### src/rtl/mc_ctrl_pkg.sv
// mc_ctrl_pkg: shared state codes, opcodes, select codes and the control bundle
package mc_ctrl_pkg;
  typedef enum logic [3:0] {
    S_FETCH     = 4'd0,
    S_DECODE    = 4'd1,
    S_MEM_ADDR  = 4'd2,
    S_MEM_READ  = 4'd3,
    S_MEM_WB    = 4'd4,
    S_MEM_WRITE = 4'd5,
    S_EXECUTE   = 4'd6,
    S_R_WB      = 4'd7,
    S_BRANCH    = 4'd8,
    S_JUMP      = 4'd9,
    S_ADDI_EXEC = 4'd10,
    S_ADDI_WB   = 4'd11
  } state_t;
  localparam logic [5:0] OP_R    = 6'b000000;
  localparam logic [5:0] OP_LW   = 6'b100011;
  localparam logic [5:0] OP_SW   = 6'b101011;
  localparam logic [5:0] OP_BEQ  = 6'b000100;
  localparam logic [5:0] OP_J    = 6'b000010;
  localparam logic [5:0] OP_ADDI = 6'b001000;
  localparam logic [1:0] ALU_ADD   = 2'b00;
  localparam logic [1:0] ALU_SUB   = 2'b01;
  localparam logic [1:0] ALU_FUNCT = 2'b10;
  localparam logic [1:0] SRCB_REG  = 2'b00;
  localparam logic [1:0] SRCB_FOUR = 2'b01;
  localparam logic [1:0] SRCB_IMM  = 2'b10;
  localparam logic [1:0] SRCB_SHL  = 2'b11;
  localparam logic [1:0] PC_ALU    = 2'b00;
  localparam logic [1:0] PC_ALUOUT = 2'b01;
  localparam logic [1:0] PC_JUMP   = 2'b10;
  typedef struct packed {
    logic       pc_write;
    logic       pc_write_cond;
    logic       i_or_d;
    logic       mem_read;
    logic       mem_write;
    logic       mem_to_reg;
    logic       ir_write;
    logic       reg_dst;
    logic       reg_write;
    logic       alu_src_a;
    logic [1:0] alu_src_b;
    logic [1:0] alu_op;
    logic [1:0] pc_source;
    logic       instr_retired;
  } ctrl_t;
  function automatic logic is_legal(input logic [5:0] op);
    return op inside {OP_R, OP_LW, OP_SW, OP_BEQ, OP_J, OP_ADDI};
  endfunction
endpackage

### src/rtl/mc_ctrl_decode.sv
// mc_ctrl_decode: combinational state-to-datapath-control decoder
module mc_ctrl_decode
  import mc_ctrl_pkg::*;
(
  input  state_t     state,
  input  logic       mem_ready,
  output ctrl_t      ctrl
);
  always_comb begin
    ctrl = '0;
    case (state)
      S_FETCH: begin
        ctrl.mem_read  = 1'b1;
        ctrl.alu_src_b = SRCB_FOUR;
        ctrl.alu_op    = ALU_ADD;
        ctrl.pc_source = PC_ALU;
        ctrl.ir_write  = mem_ready;
        ctrl.pc_write  = mem_ready;
      end
      S_DECODE: ctrl.alu_src_b = SRCB_SHL;
      S_MEM_ADDR, S_ADDI_EXEC: begin
        ctrl.alu_src_a = 1'b1;
        ctrl.alu_src_b = SRCB_IMM;
      end
      S_MEM_READ: begin
        ctrl.mem_read = 1'b1;
        ctrl.i_or_d   = 1'b1;
      end
      S_MEM_WB: begin
        ctrl.reg_write     = 1'b1;
        ctrl.mem_to_reg    = 1'b1;
        ctrl.instr_retired = 1'b1;
      end
      S_MEM_WRITE: begin
        ctrl.mem_write     = 1'b1;
        ctrl.i_or_d        = 1'b1;
        ctrl.instr_retired = mem_ready;
      end
      S_EXECUTE: begin
        ctrl.alu_src_a = 1'b1;
        ctrl.alu_src_b = SRCB_REG;
        ctrl.alu_op    = ALU_FUNCT;
      end
      S_R_WB: begin
        ctrl.reg_write     = 1'b1;
        ctrl.reg_dst       = 1'b1;
        ctrl.instr_retired = 1'b1;
      end
      S_BRANCH: begin
        ctrl.alu_src_a     = 1'b1;
        ctrl.alu_op        = ALU_SUB;
        ctrl.pc_write_cond = 1'b1;
        ctrl.pc_source     = PC_ALUOUT;
        ctrl.instr_retired = 1'b1;
      end
      S_JUMP: begin
        ctrl.pc_write      = 1'b1;
        ctrl.pc_source     = PC_JUMP;
        ctrl.instr_retired = 1'b1;
      end
      S_ADDI_WB: begin
        ctrl.reg_write     = 1'b1;
        ctrl.instr_retired = 1'b1;
      end
      default: ctrl = '0;
    endcase
  end
endmodule

### src/rtl/multicycle_control_unit.sv
// multicycle_control_unit: main control FSM for the multicycle MIPS datapath
module multicycle_control_unit
  import mc_ctrl_pkg::*;
(
  input  logic       clk,
  input  logic       rst_n,
  input  logic [5:0] opcode,
  input  logic       mem_ready,
  output logic       pc_write,
  output logic       pc_write_cond,
  output logic       i_or_d,
  output logic       mem_read,
  output logic       mem_write,
  output logic       mem_to_reg,
  output logic       ir_write,
  output logic       reg_dst,
  output logic       reg_write,
  output logic       alu_src_a,
  output logic [1:0] alu_src_b,
  output logic [1:0] alu_op,
  output logic [1:0] pc_source,
  output logic       instr_retired,
  output logic       illegal_op,
  output logic [3:0] state
);
  state_t     state_q, state_d;
  logic [5:0] op_q;
  ctrl_t      c;
  always_ff @(posedge clk) begin
    if (!rst_n) begin
      state_q <= S_FETCH;
      op_q    <= '0;
    end else begin
      state_q <= state_d;
      if (state_q == S_DECODE) op_q <= opcode;
    end
  end
  always_comb begin
    state_d = S_FETCH;
    case (state_q)
      S_FETCH:     state_d = mem_ready ? S_DECODE : S_FETCH;
      S_DECODE:
        case (opcode)
          OP_LW, OP_SW: state_d = S_MEM_ADDR;
          OP_R:         state_d = S_EXECUTE;
          OP_BEQ:       state_d = S_BRANCH;
          OP_J:         state_d = S_JUMP;
          OP_ADDI:      state_d = S_ADDI_EXEC;
          default:      state_d = S_FETCH;
        endcase
      S_MEM_ADDR:  state_d = (op_q == OP_LW) ? S_MEM_READ : S_MEM_WRITE;
      S_MEM_READ:  state_d = mem_ready ? S_MEM_WB : S_MEM_READ;
      S_MEM_WRITE: state_d = mem_ready ? S_FETCH : S_MEM_WRITE;
      S_EXECUTE:   state_d = S_R_WB;
      S_ADDI_EXEC: state_d = S_ADDI_WB;
      default:     state_d = S_FETCH;
    endcase
  end
  // During reset the mux selects present FETCH values; enables are gated below
  mc_ctrl_decode u_decode (
    .state    (rst_n ? state_q : S_FETCH),
    .mem_ready(mem_ready),
    .ctrl     (c)
  );
  assign pc_write      = rst_n & c.pc_write;
  assign pc_write_cond = rst_n & c.pc_write_cond;
  assign ir_write      = rst_n & c.ir_write;
  assign reg_write     = rst_n & c.reg_write;
  assign mem_write     = rst_n & c.mem_write;
  assign mem_read      = rst_n & c.mem_read;
  assign instr_retired = rst_n & c.instr_retired;
  assign illegal_op    = rst_n & (state_q == S_DECODE) & ~is_legal(opcode);
  assign i_or_d        = c.i_or_d;
  assign mem_to_reg    = c.mem_to_reg;
  assign reg_dst       = c.reg_dst;
  assign alu_src_a     = c.alu_src_a;
  assign alu_src_b     = c.alu_src_b;
  assign alu_op        = c.alu_op;
  assign pc_source     = c.pc_source;
  assign state         = state_q;
endmodule

### config.mk
export PLATFORM = sky130hd
export DESIGN_NAME = multicycle_control_unit
export DESIGN_NICKNAME = d
export VERILOG_FILES = /design/src/rtl/mc_ctrl_pkg.sv /design/src/rtl/mc_ctrl_decode.sv /design/src/rtl/multicycle_control_unit.sv
export SDC_FILE = /design/constraint.sdc
export NUM_CORES = 1
export LEC_CHECK = 0
export ABC_AREA = 1
export ABC_CLOCK_PERIOD_IN_PS = 1270
export CAP_MARGIN = 30
export CORE_MARGIN = 2
export CORE_UTILIZATION = 44
export CTS_BUF_LIST = sky130_fd_sc_hd__clkbuf_8
export DETAILED_ROUTE_END_ITERATION = 8
export PLACE_DENSITY = 0.81
export SETUP_SLACK_MARGIN = 0.1
export SLEW_MARGIN = 20
export SYNTH_ARGS = -nofsm -noshare
export SYNTH_HDL_FRONTEND = slang
export SYNTH_SLANG_ARGS = --single-unit
### constraint.sdc
create_clock -name clk -period 1.27 [get_ports clk]
set_input_delay 0.1905 -clock clk [delete_from_list [all_inputs] [get_ports clk]]
set_output_delay 0.1905 -clock clk [all_outputs]
set_load 0.05 [all_outputs]
==> metrics.md, run 1 <==
| Metric | Value |
|---|---|
| Sequential area share after synthesis | 25.56% |
| Die Height | 46.19 um |
| Initial core utilization | 45.86% |
| Failed at | detailed placement |
| Synthesized area per cell | 5.759 um2 |
| Dpl hpwl | 3.544 mm |
| Status | aborted with a tool error |
| Post-Synthesis Net Count | 145 |
| Synthesized area | 783.3 um2 |
| Gp weighted congestion | 0.9218 |
| Synth Register Bits | 10 |
| Log Error | [ERROR DPL-0033] detailed placement checks failed during check placement. |
| # IOs | 31 |
| Cell count after synthesis | 136 |
| Row count | 15 |
| Syn. warnings | 0 |
| Die X-Extent | 46.19 um |
| IO Port Bufs | 30 |
| Distinct cells, synth | 19 |
==> synthesized netlist by cell type (all sizes together) <==
library cell / instances / share of area, %
a211oi: 1 / 0.96
a21oi: 6 / 3.8
buf: 1 / 1.4
clkinv: 1 / 0.48
dfxtp: 10 / 26
inv: 25 / 13
nand2: 35 / 19
nand3: 13 / 8.3
nand4: 1 / 0.80
nor2: 31 / 18
nor3: 3 / 3.2
o21ai: 9 / 5.8
==> per-stage QoR <==
step                    setup WS [ps]  cell area, um2  std cells  setup TNS [ps]
after global placement         -394.8            1702        218           -5575
after floorplan                -281.3           950.9        136           -1801
==> cell families after synthesis <==
logic type	Yosys count	synth area share (%)
compound gates	16	10.54
simple gates	83	49.36
buf+inv	27	14.54
flops	10	25.56
==> run 2: changes to the inputs <==
--- a/config.mk
+++ b/config.mk
@@ -8,12 +8,10 @@
 export ABC_AREA = 1
 export ABC_CLOCK_PERIOD_IN_PS = 1270
 export CAP_MARGIN = 30
-export CORE_MARGIN = 2
-export CORE_UTILIZATION = 44
-export CTS_BUF_LIST = sky130_fd_sc_hd__clkbuf_8
+export CORE_AREA = 2 2 63 65
 export DETAILED_ROUTE_END_ITERATION = 8
-export PLACE_DENSITY = 0.81
-export SETUP_SLACK_MARGIN = 0.1
+export DIE_AREA = 0 0 65 67
+export PLACE_DENSITY_LB_ADDON = 0.15
 export SLEW_MARGIN = 20
 export SYNTH_ARGS = -nofsm -noshare
 export SYNTH_HDL_FRONTEND = slang
==> run 2 against run 1 <==
The flow now finishes, with violations (setup timing). Area after synthesis unchanged. Synthesized cell count did not move.
==> metrics.md, run 2 <==
| Metric | Value |
|---|---|
| Cells on worst reg2reg path | 10 |
| Largest delay contributor family on the critical path | flip-flops |
| Period utilization | 123.6% |
| P&R area growth vs syn | 151.9% |
| Pre-CTS setup slack | -455.4 ps |
| Post-synth top cells | nand2_1 (32), nor2_1 (27), inv_1 (21), nand3_1 (13), dfxtp_1 (10) |
| Slew HR | 85.03% |
| Worst min-delay path startpoint | opcode[4] |
| Sequential area share after synthesis | 25.56% |
| Layout cell share with drive strength beyond 1 | 57.97% |
| HP Class | input pin to register |
| Final Critical Period | 1570 ps |
| Internal Power | 757.9 uW |
| Vias in the first global route | 1084 |
| Number of clock sinks | 10 |
| Antenna diodes | 0 |
| Distinct cells, synth | 19 |
| Final non-filler cell total | 255 |
| Worst R2R Start | state[2]$_SDFF_PN0_ |
| IO Port Bufs | 30 |
| Via density | 4.267 |
| FF/Latch Area | 215.2 um2 |
| RSZ-0062 raised after global routing | true |
| Worst slew pin tran | 223.0 ps |
| EDFF count, synth | 0 |
| Cell count after synthesis | 136 |
| WL final | 2.554 mm |
| Worst-case clock buffer depth | 2 |
| Commonest non-fill, non-tap cells in the layout | buf_4 (34), buf_12 (22), nand2_1 (20), nor2_1 (20), inv_1 (11) |
| Via count | 1088 |
| CP arrival | 1380 ps |
| First-pass DRT Iterations | 4 |
| Gp weighted congestion | 0.8679 |
| Sw frac | 28.63% |
| Core outline area | 3606 um2 |
| Violated checks | setup timing |
| Final hold slack | 330.1 ps |
| Fmax | 636.8 MHz |
| Total CTS buffers | 3 |
| Flop2flop setup slack | 10 ps |
| Die X-Extent | 65 um |
| RR Endpoint | state[1]$_SDFF_PN0_ |
| Setup WS post-layout | -300.3 ps |
| PwrDens | 538.2 nW/um2 |
| Slew Limit Fails | 0 |
| WL/cell | 10.02 um |
| Clk pwr share | 36.8% |
| H-Tree Depth | 1 |
| Row count | 22 |
| Synth Register Bits | 10 |
| Initial core utilization | 21.72% |
| Clock Pin Slew Worst Setup and Hold Paths | 50 ps |
| Synthesized area | 783.3 um2 |
| Comb pwr share | 31.4% |
| Die Footprint | 4355 um2 |
| # setup viols final | 18 |
| Remaining DRCs | 0 |
| Layout Nets | 217 |
| Critical path required time | 1080 ps |
| FILL cells | 330 |
| Area share of the largest cell type after synthesis | 25.56% |
| Yosys top cell by area | dfxtp_1 |
| Top FF cell, synth | dfxtp_1 |
| Root buffer cell | clkbuf_8 |
| Sequential share of power | 31.8% |
| CP cell instances | nor2_2 > buf_4 > nand2_1 > a21oi_4 > buf_12 |
| Clock Skew | 1.131 ps |
| CP Capture Type | output pin |
| Die Height | 67 um |
| Worst Path Max Fanout | 5 |
| Leak pwr | 0.9561 nW |
| CTS Hold Bufs | 0 |
| Hold Path Stages | 3 |
| DRT iter0 DRCs | 15 |
| Final ANT Viol Nets | 0 |
| Crit start category | register |
| Dpl hpwl | 2.157 mm |
| CP bufs+invs | 2 |
| Commonest non-fill, non-tap cell in the layout | buf_4 |
| Psw | 304.0 uW |
| Clk_lat worst skew | 230 ps |
| Max reg flops | 6 |
| Most flops, register | op_q |
| CP max stage delay | 360 ps |
| Initial antenna violation count | 0 |
| GRT Util Overall | 13.21% |
| Hold Path End | op_q[4]$_SDFFE_PN0P_ |
| Hold Vio Cnt, Final | 0 |
| Global-route wire length before repair | 4.533 mm |
| # IOs | 31 |
| Syn. warnings | 0 |
| Status | complete, but fails checks |
| Max Cap Viol | 0 |
| CTS tree | built |
| Grt total ovfl | 0 |
| Critical path type | register to output pin |
| Placed insts | 241 |
| Area contributors post-synth | dfxtp_1 (26%), nand2_1 (15%), nor2_1 (13%), inv_1 (10%), nand3_1 (8.3%) |
| Synthesized area per cell | 5.759 um2 |
| Most frequent cell after synthesis | nand2_1 |
| Pin count of the biggest net entering global routing | 10 |
| CP max-delay cell | dfxtp_4 |
| Worst vdd ir | 0.0005911 V |
| Post-Synthesis Net Count | 145 |
| Multi-input logic area | 683.2 um2 |
| Async SR Flop Fraction | 0% |
| Final Util | 54.72% |
==> run 2: cell counts after synthesis <==
Identical to the previous run, type by type.
==> run 2: metal layers <==
| metal | track usage (%) | share of wire [%] | up-vias |
|---|---|---|---|
| met5 | 0 | 0 | - |
| met1 | 15.04 | 39 | 491 |
| met4 | 5.585 | 1.8 | 0 |
| met3 | 2.027 | 5.2 | 7 |
| li1 | - | - | 563 |
| met2 | 24.36 | 54 | 27 |
==> run 2: logic make-up (layout without fill, tap and decap cells) <==
family                 after synthesis  in the layout  share of synthesized area (%)
buffers and inverters               27             98                          14.54
AND/OR/NAND/NOR                     83             83                          49.36
flip-flops                          10             10                          25.56
AO/OA/AOI/OAI                       16             16                          10.54
==> run 2: how the worst max path moves through the flow <==
stage | start | slack [ps] | endpoint | cells after the start
5_1_grt | state[3]$_SDFF_PN0_ | -340 | instr_retired | 6
4_1_cts | state[0]$_SDFF_PN0_ | -330 | illegal_op | 7
3_3_place_gp | rst_n | -450 | pc_write | 6
6_report | state[1]$_SDFF_PN0_ | -300 | mem_read | 5
2_1_floorplan | state[0]$_SDFF_PN0_ | -280 | illegal_op | 6
3_5_place_dp | rst_n | -460 | pc_source[1] | 6
==> run 2: metrics by stage <==
stage          TNS [ps]  area (um2)  power (mW)
4_1_cts           -4572        1862       1.070
2_1_floorplan     -1839       943.4      0.4924
5_1_grt           -5548        1973       1.134
6_report          -4157        1973       1.062
3_3_place_gp      -5800        1723      0.6463
3_5_place_dp      -5996        1723      0.6514
==> run 2: layout make-up <==
cell class / count / area share, %
Sequential cell: 10 / 10.91
Tap cell: 48 / 3.044
Inverter: 26 / 6.722
Multi-Input combinational cell: 99 / 34.62
Clock buffer: 4 / 2.790
Timing Repair Buffer: 68 / 41.92
==> run 2: what timing repair did <==
item / CTS / global route
setup endpoints to repair: 20 / 25
setup buffers: 7 / 7
gates resized for setup: 17 / 23
gates cloned: 0 / 0
pin swaps: 12 / 6
==> run 2: tightest hold or removal path: cells and delay by family <==
| kind | cells | cell delay, ps |
|---|---|---|
| AO/OA/AOI/OAI | 1 | 120 |
| buffers and inverters | 1 | 130 |
| AND/OR/NAND/NOR | 1 | 90 |
==> run 2: power groups by stage <==
stage	sequential (mW)	combinational [mW]	clock (mW)
2_1_floorplan	0.351	0.142	0
3_3_place_gp	0.342	0.305	0
3_5_place_dp	0.342	0.309	0
4_1_cts	0.336	0.328	0.405
5_1_grt	0.339	0.360	0.436
6_report	0.337	0.334	0.391
Note: power is estimated with default switching activity, not from simulation.
